`config.mk`:
```
export PLATFORM = sky130hd
export DESIGN_NAME = shift_reg_univ
export DESIGN_NICKNAME = d
export VERILOG_FILES = /design/src/rtl/shift_reg_univ.sv
export SDC_FILE = /design/constraint.sdc
export NUM_CORES = 1
export LEC_CHECK = 0
export BUFFER_PORTS_ARGS = -buffer_cell sky130_fd_sc_hd__buf_2
export CAP_MARGIN = 20
export CORE_ASPECT_RATIO = 1.75
export CORE_UTILIZATION = 35
export DETAILED_ROUTE_END_ITERATION = 10
export GPL_ROUTABILITY_DRIVEN = 0
export HOLD_SLACK_MARGIN = 0.05
export PLACE_DENSITY = 0.66
export SYNTH_ARGS = -nofsm -noshare
export SYNTH_HDL_FRONTEND = slang
export SYNTH_SLANG_ARGS = --single-unit
```
`constraint.sdc`:
```
create_clock -name clk -period 1.5 [get_ports clk]
set_clock_uncertainty 0.1 [all_clocks]
set_input_delay 0.225 -clock clk [delete_from_list [all_inputs] [get_ports clk]]
set_output_delay 0.225 -clock clk [all_outputs]
set_load 0.01 [all_outputs]
```
`src/rtl/shift_reg_univ.sv`:
```
// WIDTH-bit universal shift register with eight idle-time modes and a
// parallel-to-serial (LSB-first) serializer sequence with busy/done handshake.
module shift_reg_univ #(
  parameter int               WIDTH     = 8,
  parameter logic [WIDTH-1:0] RESET_VAL = {WIDTH{1'b0}}
) (
  input  logic             clk,
  input  logic             reset_n,
  input  logic             en,
  input  logic [2:0]       mode,
  input  logic [WIDTH-1:0] d,
  input  logic             sin_l,
  input  logic             sin_r,
  input  logic             start,
  output logic [WIDTH-1:0] q,
  output logic             sout_l,
  output logic             sout_r,
  output logic             busy,
  output logic             done
);

  localparam int              CW       = $clog2(WIDTH);
  localparam logic [CW-1:0]   CNT_LAST = CW'(WIDTH - 1);

  typedef enum logic {
    IDLE  = 1'b0,
    SHIFT = 1'b1
  } state_t;

  state_t           state_reg, state_next;
  logic [WIDTH-1:0] q_reg, q_next;
  logic [CW-1:0]    cnt_reg, cnt_next;
  logic             done_reg, done_next;

  always_ff @(posedge clk or negedge reset_n) begin
    if (!reset_n) begin
      state_reg <= IDLE;
      q_reg     <= RESET_VAL;
      cnt_reg   <= '0;
      done_reg  <= 1'b0;
    end else begin
      state_reg <= state_next;
      q_reg     <= q_next;
      cnt_reg   <= cnt_next;
      done_reg  <= done_next;
    end
  end

  // done_next defaults low, so the pulse clears on the next edge even with en=0.
  always_comb begin
    state_next = state_reg;
    q_next     = q_reg;
    cnt_next   = cnt_reg;
    done_next  = 1'b0;
    if (en) begin
      case (state_reg)
        IDLE: begin
          if (start) begin
            q_next     = d;
            cnt_next   = CNT_LAST;
            state_next = SHIFT;
          end else begin
            case (mode)
              3'b000: q_next = q_reg;
              3'b001: q_next = d;
              3'b010: q_next = {q_reg[WIDTH-2:0], sin_r};
              3'b011: q_next = {sin_l, q_reg[WIDTH-1:1]};
              3'b100: q_next = {q_reg[WIDTH-2:0], q_reg[WIDTH-1]};
              3'b101: q_next = {q_reg[0], q_reg[WIDTH-1:1]};
              3'b110: q_next = {q_reg[WIDTH-1], q_reg[WIDTH-1:1]};
              3'b111: q_next = {WIDTH{1'b0}};
              default: q_next = q_reg;
            endcase
          end
        end
        SHIFT: begin
          q_next = {sin_l, q_reg[WIDTH-1:1]};
          if (cnt_reg != '0) begin
            cnt_next = cnt_reg - 1'b1;
          end else begin
            state_next = IDLE;
            done_next  = 1'b1;
          end
        end
        default: state_next = IDLE;
      endcase
    end
  end

  assign q      = q_reg;
  assign sout_l = q_reg[WIDTH-1];
  assign sout_r = q_reg[0];
  assign busy   = (state_reg == SHIFT);
  assign done   = done_reg;

endmodule

```
==> metrics.yaml, run 1 <==
status: "finished clean"
yosysTopAreaCell: "dfrtp_1"
synth_edf_count: 0
cts_buffers: 3
cp-start-kind: "flop"
grt_setup_unrepaired: "true"
start_util_pct: 37.8
finalCriticalPeriod_ps: 1470
postCtsSetupRepairBufs: 0
synth_cells: 104
syn_avg_cell_area_sq_um: 9.28
finalHoldViolCount: 0
coreArea_sq_um: 2550
antenna_found_initial: 0
tightest_slew_ps: 574
layout-drive-gt1-share_pct: 36.5
cts_max_level: 1
grtUsageTotal_pct: 16.9
first_global_vias: 903
grt_overflow: 0
slew_headroom_pct: 61.6
first_iter_violations: 17
async_flop_share_pct: 100
max_cap_viol_count: 0
setup_ws_ps: 28.9
die_h_microns: 71.5
cp.required_ps: 1550
syn_nets: 123
ant_nets: 0
fillers: 231
port_buffers: 28
dr.pass1.iters: 4
yosys_warnings: 0
synth_top_area_share_pct: 33.7
r2r_setup_slack_ps: 30
place_area_sq_um: 1140
grt_max_degree: 17
multi_input_area_sq_um: 561
dieWidth_microns: 41.7
ir_worst_vdd_mv: 0.579
final_cells: 163
cp_max_fo: 12
yosys.area_share.xor_xnor_pct: 1.82
synth.cell_area_sq_um: 965
synth_compound_area_share_pct: 34.5
power.density_nw_per_um2: 1550
cts_tree: "built"
yosys-mux-area-fraction_pct: 2.08
preCtsSetupSlack_ps: -91.5
hold_path_class: "in -> reg"
hold-worst-slack_ps: 214
design_area_sq_um: 1210
crit_type: "reg -> reg"
clk_path_buf_depth: 2
cts.sinks: 13
ys_ff_latch: 13
p_total_uw: 1870
path_clk_slew_ps: 60
rows: 24
drv_slew: 0
fin_nets: 157
insertion_delay_ps: 240
dpl.hpwl_microns: 1770
route.detailed.drc: 0
synth-adder-area-share_pct: 2.59
synthDistinctLibCells: 33
crit_family: "simple AND/OR/NAND/NOR gates"
grt_pass1_wl_microns: 3980
insertedDiodeCount: 0
max_freq_mhz: 680
setup_violations: 0
root_buffer: "clkbuf_8"
die-area_sq_um: 2980
synth_top_family_by_area: "compound AO/OA/AOI/OAI gates"
synth-seq-area-share_pct: 33.7
vias: 918
power_leakage_uw: 0.000566
dp.cells: 158
slowest_stage: "dfrtp_2"
io_pins: 29
worst-path-buf-inv: 1
yosys-top-cells-area: "dfrtp_1, a221oi_1, o31ai_2, a21o_1, buf_6"
syn_to_final_growth_pct: 25.4
slowest_delay_ps: 400
endpoint_kind: "flop"
synthSimpleGateAreaFrac_pct: 16.0
wl_per_cell_microns: 14.0
synth_flop_cell: "dfrtp_1"
regArea_sq_um: 327
cp_cell_sequence: "or3_4 -> o31ai_4 -> buf_12 -> nand2_1 -> o31ai_2"
fin_crit_sh_pct: 98.1
largest_reg_flops: 8
vias_per_cell: 5.63
drt-total-wl_microns: 2280
arrival_ps: 1520
-- cell usage after synthesis (all sizes together) (2+ instances only) --
| cell | number |
|---|---|
| a21o | 6 |
| a21oi | 6 |
| a221oi | 7 |
| buf | 7 |
| clkbuf | 2 |
| dfrtp | 13 |
| ha | 2 |
| inv | 4 |
| mux2i | 2 |
| nand2 | 9 |
| nand2b | 4 |
| nand3 | 2 |
| nor2 | 11 |
| nor3b | 2 |
| o21ai | 6 |
| o21bai | 2 |
| o31ai | 7 |
-- stage by stage --
| stage | TNS (ps) | utilization [%] |
|---|---|---|
| finish | 0 | 47.4 |
| CTS | 0 | 47.0 |
| floorplan | 0 | - |
| global route | -265 | 47.4 |
| detailed placement | -457 | 44.8 |
| global placement | -116 | 44.8 |
-- power breakdown --
group / internal (uW) / total, uW / switching (uW)
logic: 410 / 894 / 483
registers: 502 / 669 / 167
clock network: 187 / 310 / 123
-- routing by layer --
metal  track usage [%]  share of wire [%]
met5                 0                  0
met4              8.24                1.2
met2              29.2                 52
met1              21.2                 43
met3              1.01                4.2
-- cells in the final DEF (no fill, tap or decap), drive strengths merged, types with 2 or more instances in the layout --
master and instances:
ha 2, buf 37, nor3b 2, o21ai 6, a21o 6, nand2b 4, o21bai 2, mux2i 2
clkbuf 4, o31ai 7, nor2 11, nand2 9, nand3 2, dfrtp 13, a221oi 7, a21oi 6
inv 4
-- cell type report --
cell class / instances / share of cell area, %
clock buffers: 4 / 3.72
multi-input cells: 78 / 46.3
well taps: 26 / 2.69
inverters: 4 / 1.24
flip-flops and latches: 13 / 27.0
repair buffers: 38 / 19.0
-- kinds of logic after synthesis --
group	after synthesis
adders and majority gates	2
DFF	13
and+or+nand+nor	31
buffers and inverters	13
muxes	2
xor gates and xnor gates	2
AOI/OAI and AO/OA	41
-- worst reg2reg max path, cell delays in order, from the launching register on --
cell and delay, ps:
dfrtp_2 400, or3_4 360, o31ai_4 220, buf_12 170
nand2_1 70, o31ai_2 70
-- worst paths after layout --
kind | depth (start not counted) | end | startpoint
hold reg to reg | 2 | q[1]$_DFFE_PN0P_ | q[1]$_DFFE_PN0P_
min in group asynchronous | 2 | q[5]$_DFFE_PN0P_ | reset_n
hold / removal | 3 | q[7]$_DFFE_PN0P_ | sin_l
setup reg to reg | 5 | q[6]$_DFFE_PN0P_ | busy$_DFFE_PN0P_
max in group asynchronous | 2 | busy$_DFFE_PN0P_ | reset_n
setup / recovery | 5 | q[6]$_DFFE_PN0P_ | busy$_DFFE_PN0P_
-- timing repair --
action,CTS,global route
gates resized for setup,1,2
hold endpoints to repair,13,0
hold buffers,1,0
endpoints found under the setup margin,1,7
gates cloned,0,0
No activity file was read; power rests on OpenSTA's default activity.
==> run 2, diff against run 1 <==
- ABC_CLOCK_PERIOD_IN_PS: not set -> 1500
- BUFFER_PORTS_ARGS: -buffer_cell sky130_fd_sc_hd__buf_2 -> -buffer_cell sky130_fd_sc_hd__buf_4
==> metrics.yaml, run 2 (synthesis results as in run 1) <==
status: "finished clean"
cts_buffers: 3  # unchanged
max_cap_viol_count: 0  # unchanged
dp.cells: 160  # +1.3%
cp-start-kind: "flop"
drv_slew: 0  # unchanged
grt_overflow: 0  # unchanged
power.density_nw_per_um2: 1520  # -1.5%
hold_path_class: "in -> reg"
cts.sinks: 13  # unchanged
insertion_delay_ps: 240  # about the same
start_util_pct: 37.8  # unchanged
setup_violations: 0  # unchanged
finalCriticalPeriod_ps: 1490  # +18.2 ps
endpoint_kind: "flop"
grt_setup_unrepaired: "true"
ir_worst_vdd_mv: 0.555  # -4.1%
vias: 925  # +0.76%
cp_max_fo: 12  # unchanged
layout-drive-gt1-share_pct: 38.8  # +2.4 points
fillers: 257  # +11%
dieWidth_microns: 41.7  # unchanged
final_cells: 165  # +1.2%
cts_max_level: 1  # unchanged
port_buffers: 28  # unchanged
path_clk_slew_ps: 60  # about the same
grt_pass1_wl_microns: 3840  # -3.5%
grtUsageMet2_pct: 30.7  # +1.6 points
largest_reg_flops: 8  # unchanged
grt_use_met1_pct: 17.7  # -3.4 points
finalHoldViolCount: 0  # unchanged
insertedDiodeCount: 0  # unchanged
drt-total-wl_microns: 2340  # +2.5%
p_total_uw: 1980  # +5.5%
grt_max_degree: 17  # unchanged
use_met3_pct: 2.02  # +1.0 points
first_iter_violations: 15  # -2
fin_crit_sh_pct: 99.3  # +1.2 points
vias_per_cell: 5.61  # -0.46%
dr.pass1.iters: 4  # unchanged
busiest_layer: "met2"
dpl.hpwl_microns: 1730  # -2.1%
die_h_microns: 71.5  # unchanged
final_common_cell: "buf_4"
syn_to_final_growth_pct: 34.4
cts_tree: "built"
fin_nets: 159  # +1.3%
max_freq_mhz: 671  # -1.2%
route.detailed.drc: 0  # unchanged
power_leakage_uw: 0.000597  # +5.5%
ant_nets: 0  # unchanged
cp.required_ps: 1540  # about the same
first_global_vias: 910  # +0.78%
wl_per_cell_microns: 14.2  # +1.3%
root_buffer: "clkbuf_8"
coreArea_sq_um: 2550  # unchanged
slew_headroom_pct: 60.4  # -1.3 points
arrival_ps: 1530  # about the same
crit_type: "reg -> reg"
postCtsSetupRepairBufs: 0  # unchanged
tightest_slew_ps: 593  # +19.3 ps
rows: 24  # unchanged
clk_path_buf_depth: 2  # unchanged
io_pins: 29  # unchanged
antenna_found_initial: 0  # unchanged
grtUsageTotal_pct: 16.4  # -0.53 points
die-area_sq_um: 2980  # unchanged
final_cell_mix: "buf_4, dfrtp_1, nor2_1, nand2_1, a221oi_1"
## run 2: changes by cell type in the layout (fill, tap and decap cells not counted), sizes merged
cell	delta
buf	+2
## run 2: stage by stage
stage | worst slack (ps) | utilization [%] | area [sq um] | hold WS [ps] | TNS, ps
floorplan | 11.3 | - | 966 | -171 | 0
global placement | -29.6 | 48.1 | 1230 | -18.4 | -84.9
detailed placement | -73.6 | 48.1 | 1230 | -18.2 | -331
CTS | 31.0 | 50.3 | 1280 | 199 | 0
global route | -52.6 | 50.8 | 1300 | 209 | -106
finish | 10.7 | 50.8 | 1300 | 192 | 0
## run 2: worst paths after layout
check	end	cells after the start	start	slack [ps]
max in group asynchronous	busy$_DFFE_PN0P_	2	reset_n	840
worst min register to register	cnt_reg[1]$_DFFE_PN0P_	2	cnt_reg[1]$_DFFE_PN0P_	460
min in group asynchronous	q[5]$_DFFE_PN0P_	2	reset_n	270
worst max register to register	q[2]$_DFFE_PN0P_	5	busy$_DFFE_PN0P_	10
worst min-delay path	q[7]$_DFFE_PN0P_	3	sin_l	190
worst max-delay path	q[2]$_DFFE_PN0P_	5	busy$_DFFE_PN0P_	10
## run 2: repair_timing
item / 4_1_cts / 5_1_grt
hold buffers: 1 / 0
cloned: 0 / 0
hold endpoints to repair: 13 / 0
resized for setup: 1 / 3
endpoints found under the setup margin: 1 / 6
## run 2: power breakdown
group | leakage, uW | total, uW | switching (uW) | internal, uW
clock network | 0.0000228 | 313 | 125 | 187
registers | 0.000155 | 676 | 175 | 502
logic | 0.000419 | 987 | 495 | 493
## run 2: per-layer routing
layer | vias up | wire length, microns | part of all wire, %
met5 | - | 0 | 0
met4 | 0 | 36 | 1.5
met3 | 2 | 98 | 4.2
met2 | 27 | 1260 | 54
met1 | 446 | 936 | 40
li1 | 450 | - | -
## run 2: area by class of cell
| class | count | area, sq um | share of cell area (%) |
|---|---|---|---|
| clock buffers | 4 | 45.0 | 3.47 |
| inverters | 4 | 15.0 | 1.16 |
| multi-input cells | 78 | 562 | 43.3 |
| flip-flops and latches | 13 | 327 | 25.2 |
| well taps | 26 | 32.5 | 2.51 |
| repair buffers | 40 | 315 | 24.3 |
## run 2: worst max-delay path, cell delays in order (launching register included)
cell and delay (ps):
dfrtp_2 400, or3_4 360, o31ai_4 220, buf_12 170
nand2_1 80, o31ai_2 70
==> run 3, diff against run 2 <==
- CELL_PAD_IN_SITES_DETAIL_PLACEMENT: not set -> 1
- CELL_PAD_IN_SITES_GLOBAL_PLACEMENT: not set -> 2
- CORE_UTILIZATION: 35 -> 27
- PLACE_DENSITY: 0.66 -> 0.81
==> metrics.yaml, run 3 (synthesis results as in run 1) <==
drv_slew: 0  # unchanged
max_cap_viol_count: 0  # unchanged
final_util_pct: 39.7  # -11 points
first_iter_violations: 24  # +9
fin_nets: 164  # +3.1%
final_cell_mix: "buf_4, dfrtp_1, nor2_1, nand2_1, a221oi_1"
arrival_ps: 1520  # about the same
layout-drive-gt1-share_pct: 40.3  # +1.4 points
vias_per_cell: 5.11  # -8.8%
cp.required_ps: 1540  # about the same
slowest_delay_ps: 390  # about the same
slew_headroom_pct: 67.4  # +7.1 points
grt_overflow: 0  # unchanged
fillers: 418  # +63%
root_buffer: "clkbuf_8"
setup_violations: 0  # unchanged
fin_crit_sh_pct: 98.4  # -0.84 points
multi_input_area_sq_um: 554  # -1.3%
endpoint_kind: "flop"
cts_buffers: 3  # unchanged
wl_per_cell_microns: 15.2  # +7.4%
r2r_setup_slack_ps: 20  # about the same
insertion_delay_ps: 240  # about the same
crit_type: "reg -> reg"
start_util_pct: 28.4  # -9.4 points
path_clk_slew_ps: 60  # about the same
cts_tree: "built"
max_freq_mhz: 677  # +0.86%
drt-total-wl_microns: 2870  # +23%
grtUsageTotal_pct: 18.3  # +1.9 points
cp_cell_sequence: "or3_4 -> o31ai_4 -> buf_12 -> nand2_1 -> o31ai_1"
rows: 28  # +17%
final_common_cell: "buf_4"
grt_pass1_wl_microns: 4970  # +29%
finalHoldViolCount: 0  # unchanged
worst-path-buf-inv: 1  # unchanged
antenna_found_initial: 0  # unchanged
first_global_vias: 1091  # +20%
power_leakage_uw: 0.000618  # +3.5%
dr.pass1.iters: 4  # unchanged
cts_max_level: 1  # unchanged
grt_setup_unrepaired: "true"
io_pins: 29  # unchanged
cp-start-kind: "flop"
clk_path_buf_depth: 2  # unchanged
hold_path_class: "in -> reg"
status: "finished clean"
syn_to_final_growth_pct: 39.9
die-area_sq_um: 3830  # +28%
ir_worst_vdd_mv: 0.578  # +4.2%
dieWidth_microns: 47.2  # +13%
vias: 966  # +4.4%
finalCriticalPeriod_ps: 1480  # -12.6 ps
tightest_slew_ps: 483  # -111 ps
largest_reg_flops: 8  # unchanged
power.density_nw_per_um2: 1540  # +1.1%
grt_max_degree: 17  # unchanged
coreArea_sq_um: 3400  # +33%
ant_nets: 0  # unchanged
dpl.hpwl_microns: 2200  # +27%
route.detailed.drc: 0  # unchanged
die_h_microns: 81.1  # +13%
setup_tns_ps: 0  # unchanged
slowest_stage: "dfrtp_2"
port_buffers: 28  # unchanged
cp_max_fo: 12  # unchanged
crit_family: "simple AND/OR/NAND/NOR gates"
regArea_sq_um: 327  # unchanged
cts.sinks: 13  # unchanged
insertedDiodeCount: 0  # unchanged
## run 3: path summary, 6_finish.rpt
path                                         from                     end  cells past startpoint
hold / removal                              sin_l        q[7]$_DFFE_PN0P_                      3
max in group asynchronous                 reset_n        busy$_DFFE_PN0P_                      2
hold reg to reg            cnt_reg[1]$_DFFE_PN0P_  cnt_reg[1]$_DFFE_PN0P_                      2
setup / recovery                 busy$_DFFE_PN0P_        q[2]$_DFFE_PN0P_                      5
setup reg to reg                 busy$_DFFE_PN0P_        q[2]$_DFFE_PN0P_                      5
min in group asynchronous                 reset_n        q[7]$_DFFE_PN0P_                      2
## run 3: final cells by class
cell class	instances	area share [%]
clock buffers	4	3.34
inverters	4	1.11
multi-input cells	78	41.1
flip-flops and latches	13	24.2
well taps	45	4.17
repair buffers	45	26.1
## run 3: layer usage
metal | global-route usage (%) | share of wire (%) | vias to the layer above
met3 | 2.89 | 2.1 | 8
met2 | 34.2 | 59 | 19
li1 | - | - | 458
met4 | 8.57 | 2.4 | 0
met1 | 18.2 | 36 | 481
met5 | 0 | 0 | -
## run 3: worst register-to-register path, stage by stage (launching register included)
cell	delay, ps
dfrtp_2	390
or3_4	350
o31ai_4	220
buf_12	170
nand2_1	60
o31ai_1	70
## run 3: what timing repair did
action / CTS / global route
setup endpoints to repair: 0 / 9
gates resized for setup: 0 / 2
buffers inserted: 0 / 2
hold buffers: 1 / 0
hold endpoints to repair: 13 / 0
## run 3: report_power, final
group          internal [uW]  total (uW)  leakage (uW)  switching, uW
clock                    188         323     0.0000228            135
sequential               502         678      0.000155            177
combinational            547        1080      0.000439            533
## run 3: metrics by stage
step | cell area (sq um) | power (uW) | worst slack (ps) | cells | hold slack, ps
floorplan | 966 | 1250 | 11.3 | 104 | -171
global placement | 1270 | 1670 | -16.6 | 182 | -12.5
detailed placement | 1270 | 1720 | -47.4 | 182 | -15.2
CTS | 1330 | 2060 | 21.3 | 187 | 191
global route | 1350 | 2270 | -28.2 | 189 | 201
finish | 1350 | 2080 | 23.4 | 189 | 197
